**src/rtl/restador_pkg.sv**
```systemverilog
`default_nettype none
// restador_pkg: state encoding, default width and digit-count helpers for restador_serial.
package restador_pkg;

  localparam int RES_WIDTH_DEF = 16;

  typedef enum logic [1:0] {
    ST_IDLE = 2'd0,
    ST_RUN  = 2'd1,
    ST_DONE = 2'd2
  } state_t;

  function automatic bit digit_ok(input int width, input int digit_w);
    return (digit_w > 0) && (width >= digit_w) && ((width % digit_w) == 0);
  endfunction

  // Number of RUN cycles per operation; illegal splits are trapped at elaboration by the top.
  function automatic int calc_n(input int width, input int digit_w);
    return digit_ok(width, digit_w) ? (width / digit_w) : 1;
  endfunction

endpackage
`default_nettype wire

```
**src/rtl/restador_digito.sv**
```systemverilog
`default_nettype none
// restador_digito: combinational DIGIT_W-bit subtract cell with borrow in/out.
module restador_digito
  import restador_pkg::*;
#(
  parameter int DIGIT_W = 1
) (
  input  logic [DIGIT_W-1:0] a,
  input  logic [DIGIT_W-1:0] b,
  input  logic               bin,
  output logic [DIGIT_W-1:0] d,
  output logic               bout
);

  // One extra bit catches the borrow: a negative digit difference wraps into the top bit.
  logic [DIGIT_W:0] diff;

  assign diff = {1'b0, a} - {1'b0, b} - {{DIGIT_W{1'b0}}, bin};
  assign d    = diff[DIGIT_W-1:0];
  assign bout = diff[DIGIT_W];

endmodule
`default_nettype wire

```
**src/rtl/restador_serial.sv**
```systemverilog
`default_nettype none
// restador_serial: multi-cycle C = A - B, DIGIT_W bits per clock, LSB first, with start/done handshake.
// Optional macro RESTADOR_OVF_EN adds the signed-overflow output ovf.
module restador_serial
  import restador_pkg::*;
#(
  parameter int WIDTH   = RES_WIDTH_DEF,
  parameter int DIGIT_W = 1
) (
  input  logic             clk,
  input  logic             rst_n,
  input  logic             start,
  input  logic [WIDTH-1:0] A,
  input  logic [WIDTH-1:0] B,
  output logic             ready,
  output logic             busy,
  output logic             done,
  output logic [WIDTH-1:0] C,
  output logic             borrow,
  output logic             zero
`ifdef RESTADOR_OVF_EN
  ,
  output logic             ovf
`endif
);

  localparam int N     = calc_n(WIDTH, DIGIT_W);
  localparam int CNT_W = (N > 1) ? $clog2(N) : 1;

  generate
    if (!digit_ok(WIDTH, DIGIT_W)) begin : g_bad_digit
      $error("restador_serial: DIGIT_W must divide WIDTH");
    end
  endgenerate

  state_t             state;
  logic [CNT_W-1:0]   cnt;
  logic [WIDTH-1:0]   a_sh;
  logic [WIDTH-1:0]   b_sh;
  logic [WIDTH-1:0]   res_sh;
  logic [WIDTH-1:0]   res_next;
  logic [DIGIT_W-1:0] d;
  logic               bin_q;
  logic               bout;
  logic               last_digit;

`ifdef RESTADOR_OVF_EN
  logic a_msb;
  logic b_msb;
`endif

  restador_digito #(
    .DIGIT_W (DIGIT_W)
  ) u_digito (
    .a    (a_sh[DIGIT_W-1:0]),
    .b    (b_sh[DIGIT_W-1:0]),
    .bin  (bin_q),
    .d    (d),
    .bout (bout)
  );

  // Difference digits enter from the MSB side so that after N shifts the LSB digit sits at bit 0.
  generate
    if (DIGIT_W == WIDTH) begin : g_res_single
      assign res_next = d;
    end else begin : g_res_shift
      assign res_next = {d, res_sh[WIDTH-1:DIGIT_W]};
    end
  endgenerate

  assign last_digit = (cnt == CNT_W'(N - 1));

  always_ff @(posedge clk or negedge rst_n) begin
    if (!rst_n) begin
      state  <= ST_IDLE;
      cnt    <= '0;
      bin_q  <= 1'b0;
      a_sh   <= '0;
      b_sh   <= '0;
      res_sh <= '0;
      C      <= '0;
      borrow <= 1'b0;
      zero   <= 1'b0;
      ready  <= 1'b1;
      busy   <= 1'b0;
      done   <= 1'b0;
`ifdef RESTADOR_OVF_EN
      a_msb  <= 1'b0;
      b_msb  <= 1'b0;
      ovf    <= 1'b0;
`endif
    end else begin
      case (state)
        ST_IDLE, ST_DONE: begin
          done <= 1'b0;
          if (start) begin
            a_sh   <= A;
            b_sh   <= B;
            res_sh <= '0;
            bin_q  <= 1'b0;
            cnt    <= '0;
            state  <= ST_RUN;
            ready  <= 1'b0;
            busy   <= 1'b1;
`ifdef RESTADOR_OVF_EN
            a_msb  <= A[WIDTH-1];
            b_msb  <= B[WIDTH-1];
`endif
          end else begin
            state <= ST_IDLE;
            ready <= 1'b1;
            busy  <= 1'b0;
          end
        end
        ST_RUN: begin
          a_sh   <= a_sh >> DIGIT_W;
          b_sh   <= b_sh >> DIGIT_W;
          res_sh <= res_next;
          bin_q  <= bout;
          cnt    <= cnt + 1'b1;
          if (last_digit) begin
            state  <= ST_DONE;
            C      <= res_next;
            borrow <= bout;
            zero   <= (res_next == '0);
            ready  <= 1'b1;
            busy   <= 1'b0;
            done   <= 1'b1;
`ifdef RESTADOR_OVF_EN
            ovf    <= (a_msb != b_msb) && (res_next[WIDTH-1] != a_msb);
`endif
          end
        end
        default: begin
          state <= ST_IDLE;
          ready <= 1'b1;
          busy  <= 1'b0;
          done  <= 1'b0;
        end
      endcase
    end
  end

endmodule
`default_nettype wire

```
**config.mk**
```make
export PLATFORM = sky130hd
export DESIGN_NAME = restador_serial
export DESIGN_NICKNAME = d
export VERILOG_FILES = /design/src/rtl/restador_pkg.sv /design/src/rtl/restador_digito.sv /design/src/rtl/restador_serial.sv
export SDC_FILE = /design/constraint.sdc
export NUM_CORES = 1
export LEC_CHECK = 0
export ABC_CLOCK_PERIOD_IN_PS = 1900
export CORE_UTILIZATION = 62
export DETAILED_ROUTE_END_ITERATION = 10
export DONT_BUFFER_PORTS = 1
export GPL_TIMING_DRIVEN = 0
export PLACE_DENSITY_LB_ADDON = 0.05
export SYNTH_ARGS = -nofsm -noshare
export SYNTH_HDL_FRONTEND = slang
export SYNTH_SLANG_ARGS = --single-unit
```
**constraint.sdc**
```tcl
create_clock -name clk -period 1.9 [get_ports clk]
set_input_delay 0.475 -clock clk [delete_from_list [all_inputs] [get_ports clk]]
set_output_delay 0.475 -clock clk [all_outputs]
set_load 0.01 [all_outputs]
```
Yosys cells after proc, flatten, opt, wreduce, memory -nomap -nowiden. Index checks and enable logic that the tools add are counted.

Flip-flop bits (word level): 76. Output and inout bits: 21. Word-level logic and storage cells: 46.

$add $sub $neg: 3. Eq/ne operators: 5. Muxes and demuxes: 20. Reductions and logical operators: 6.

Operators by type and width (number): 16-bit case mux with 2 select lines (3); 16-bit two-way mux (3); 16-bit logical NOT (1); 4-bit case mux with 2 select lines (1); 1-bit two-way mux (7); 1-bit case mux with 2 select lines (3); 4-bit by 1-bit adder with 4-bit output, second input constant (1); 4-bit == test, second input constant (1); 4-bit two-way mux (1); 2-bit != test, second input constant (2); 2-bit case mux with 2 select lines (1); 2-bit AND reduction (2); 2-bit by 1-bit == test with 1-bit output, second input constant (1); 2-bit == test, second input constant (1); 2-bit logical NOT (1); 2-bit two-way mux (1); 2-bit nonzero test (1); 2-bit OR reduction (1); 1-bit by 1-bit subtractor with 2-bit output (1); 2-bit by 1-bit subtractor with 2-bit output (1).

Depth between registers and ports, before layout.
Depth after elaboration: 4. Mapped depth: 5. Mapped depth without buffers: 5.

By module. Synthesis repeated with hierarchy kept, for this count alone.

Cell total of the unflattened synthesis: 248. Area, all modules: 3055.4 µm².

By module, submodules not included: restador_serial (instances 1, cells each 245, area an instance 3027.9 µm²); restador_digito (instances 1, cells each 3, area an instance 27.5 µm²).

Worst setup path before layout. OpenSTA, ideal clock, no wires.

Path type: register -> register. From: register bin_q. To: register zero. Arrival time: 1442 ps. Data required time: 1804 ps. Path slack: 362 ps. Cell stages (with the launch flop): 5. Path buffers: 0. Cell sequence: dfrtp_1 > fa_1 > nor4b_1 > nand4_1 > o31ai_1.

Word-level cells in the longest chain between the ends: 2.

Ends and longest elaborated chain: start, declared (line restador_serial.sv:43) `logic bin_q;`; start signal, assigned (line restador_serial.sv:119) `bin_q <= bout;`; 2-bit by 1-bit subtractor with 2-bit output (line restador_digito.sv:18) `assign diff = {1'b0, a} - {1'b0, b} - {{DIGIT_W{1'b0}}, bin};`; 16-bit logical NOT (line restador_serial.sv:125) `zero <= (res_next == '0);`; end signal, assigned (line restador_serial.sv:125); end, declared (line restador_serial.sv:20) `output logic zero`.

Every way passes these cells. A chain may end at the register's enable or synchronous reset.

Worst setup path after layout. Ends and elaborated chain as after synthesis.

==> impl_results.md <==
* Status: complete, but fails checks
* Failing checks: hold timing
* Sequential-to-total area share from yosys stat at 60.6%
* Clk_lat worst skew at 340 ps
* CTS Buf Count at 9
* Worst-case clock buffer depth at 2
* Max VDD drop at 1120 uV
* First DRT Iteration DRCs at 141
* Worst-margin pin slew at 449 ps
* Reg2Reg Depth at 4
* Min-delay worst type: in2async
* Syn nets at 287
* Distinct cell type count after synthesis at 32
* Tot Pwr at 0.00619 W
* Chip Width at 72.2 um
* Total length of routed met3 wires at 373 um
* R2R setup slack at 120 ps
* Row Count at 25
* Post-CTS Setup Bufs at 0
* RSZ-0062 raised after global routing: false
* Num Clock Sinks at 74
* Setup TNS at 0 ps
* Grt total ovfl at 0
* Worst slack at placement at 154 ps
* Crit. End Element: flip-flop
* Routed length per instance at 16.8 um
* Clock power share at 22.1%
* Synth Cell Area at 3060 um2
* Final worst clock skew at 7.13 ps
* Internal at 0.00402 W
* Minimum hold slack at -178 ps
* Area contributors post-synth: dfrtp_1 60%, a22oi_1 7.1%, a22o_1 5.4%
* Slew Limit Fails at 0
* Drt drc at 0
* Synthesized-area fraction occupied by and/or/nand/nor cells at 13.4%
* Critical path arrival at 2030 ps
* Mux cell area share after synthesis at 6.54%
* First-pass DRT Iterations at 4
* Full die area at 5220 um2
* Area grow syn2layout at 10.2%
* CTS root buffer: clkbuf_8
* Final worst slack at 121 ps
* Cts repair resizes at 0
* Period minus WS final at 1780 ps
* Post-synthesis xor/xnor area fraction at 0%
* Final cell count without fillers at 333
* CTS H-Tree Depth at 3
* Fin crit share at 93.6%
* Sw Pwr at 0.00216 W
* Req. time, crit path at 2150 ps
* RR Endpoint: zero
* Worst r2r src: bin_q
* Flops & latches, synth at 74
* Die span in y at 72.2 um
* Sequential Power Share at 45.9%
* Detail Route met2 WL at 2.57 mm
* Post-DP HPWL at 3.75 mm
* Pwr per Cell Area at 1830 nW/um2
* Antenna violations before repair at 0
* Routed vias/inst at 6.01
* Post-synth ARST share at 100%
* Critical Setup Path Class: reg2reg
* Largest net degree at the start of global routing at 75
* Met1 wire length at 2.57 mm
* Initial Util at 64.8%
* Final-stage net count at 298
* DR top layer: met4
* Mapped Cells at 250
* Final setup viols at 0
* Crit start category: flip-flop
* Clock Pin Slew Worst Setup and Hold Paths at 80 ps
* Fmax at 562 MHz
* Global-route wire length before repair at 9.25 mm
* Top FF cell, synth: dfrtp_1
* # port buffers at 0
* GP Congestion at 0.743
* Slew HR at 70.1%
* Synth top area share at 59.7%
* CTS tree: done
* CP Cell Sequence: fa_1, nor4b_1, nand4_1, o31ai_1
* Core region area at 4720 um2
* Avg Cell Area, Syn at 12.2 um2
* Critical path's top delay family: adder cells
* Placed instance count at 317
* I/O Pins at 56
* Max FO, Critical Path at 3
* Commonest cells in the netlist: 73 x dfrtp_1, 33 x nand2_1, 31 x nand3_1, 29 x a22oi_1, 19 x a22o_1
* WL final at 5.60 mm
* Post-Synth Adder-Cell Area at 1.06%
* Final hold vios at 73
* Share of layout cells above drive strength 1 at 16.5%
* Gr usage total at 23.6%
* Final ANT Viol Nets at 0
* Slowest CP cell: fa_1
* # fillers at 348
* Post-synthesis compound-gate area fraction at 14.4%
* Largest family of logic cells by synthesized area: compound AO/OA/AOI/OAI gates
* Crit-path max cell delay at 590 ps
* Crit path buffers/inverters at 0
* Post-synth top area cell: dfrtp_1
* Logic pwr share at 32.0%
* Number of global-route vias before repair at 1,974
* Most common cell in the netlist: dfrtp_1
* Antenna diode count at 0
* Maxcap violations at 0
* Switching share of power at 34.9%
* Post-synth EDFFs at 0
* Vias at 2,000
* LEAKAGE at 1.59 nW
* Total number of yosys warnings at 0
## power groups by stage
| stage | clock (W) | combinational, W | sequential (W) |
|---|---|---|---|
| 2_1_floorplan | 0 | 0.00164 | 0.00272 |
| 3_3_place_gp | 0 | 0.00194 | 0.00284 |
| 3_5_place_dp | 0 | 0.00201 | 0.00287 |
| 4_1_cts | 0.00139 | 0.00201 | 0.00284 |
| 5_1_grt | 0.00145 | 0.00223 | 0.00293 |
| 6_report | 0.00137 | 0.00198 | 0.00284 |
## per-layer routing
metal	vias to the layer above	GRT usage, %
met4	0	10.5
li1	940	-
met1	997	34.1
met2	53	34.0
met5	-	0
met3	10	6.25
## worst reg2reg max path, cell delays in order (launching register included)
cell and delay (ps):
dfrtp_1 400, fa_1 590, nor4b_1 320, nand4_1 160, o31ai_1 210
## through the flow
step	utilization, %	area [um2]
2_1_floorplan	-	3060
3_3_place_gp	66.5	3140
3_5_place_dp	66.5	3140
4_1_cts	71.4	3370
5_1_grt	71.4	3370
6_report	71.4	3370
## how the worst max path moves through the flow
| stage | startpoint | to | slack, ps | depth (start not counted) |
|---|---|---|---|---|
| 2_1_floorplan | bin_q | zero | 360 | 4 |
| 3_3_place_gp | bin_q | zero | 140 | 4 |
| 3_5_place_dp | bin_q | zero | 150 | 4 |
| 4_1_cts | bin_q | zero | 130 | 4 |
| 5_1_grt | bin_q | zero | 30 | 4 |
| 6_report | bin_q | zero | 120 | 4 |
## state kept, by name (all words and copies together) (netlist names)
signal / flops
res_sh: 15
a_sh: 16
cnt: 4
busy: 1
ready: 1
C: 16
bin_q: 1
state: 2
zero: 1
b_sh: 16
borrow: 1
## cells in the final DEF (no fill, tap or decap), types with 2 or more instances in the layout
master and instances:
mux2_1 9, mux2i_1 2, dfrtp_1 73, a22oi_1 29
clkbuf_8 11, nand4_1 2, nor4_1 3, bufinv_16 2
mux2_2 7, o21ai_0 3, nand3_1 31, clkbuf_1 4
nor2b_1 2, a22o_1 19, buf_2 12, o31ai_1 2
nor2_8 2, nand2_1 33, buf_4 3
## area by class of cell
| cell class | count | area, um2 | share of cell area, % |
|---|---|---|---|
| plain buffers | 20 | 120 | 3.56 |
| well taps | 67 | 83.8 | 2.49 |
| flip-flops and latches | 74 | 1850 | 55.0 |
| clock inverters | 4 | 73.8 | 2.19 |
| inverters | 1 | 3.75 | 0.111 |
| clock buffers | 12 | 155 | 4.60 |
| multi-input cells | 155 | 1080 | 32.1 |
## logic make-up (layout without fill, tap and decap cells)
logic type,after synthesis,after routing
adders and majority gates,2,2
DFF,74,74
muxes,18,18
and+or+nand+nor,79,79
AOI/OAI and AO/OA,56,56
buffers and inverters,21,37
No activity file was read; power rests on OpenSTA's default activity.
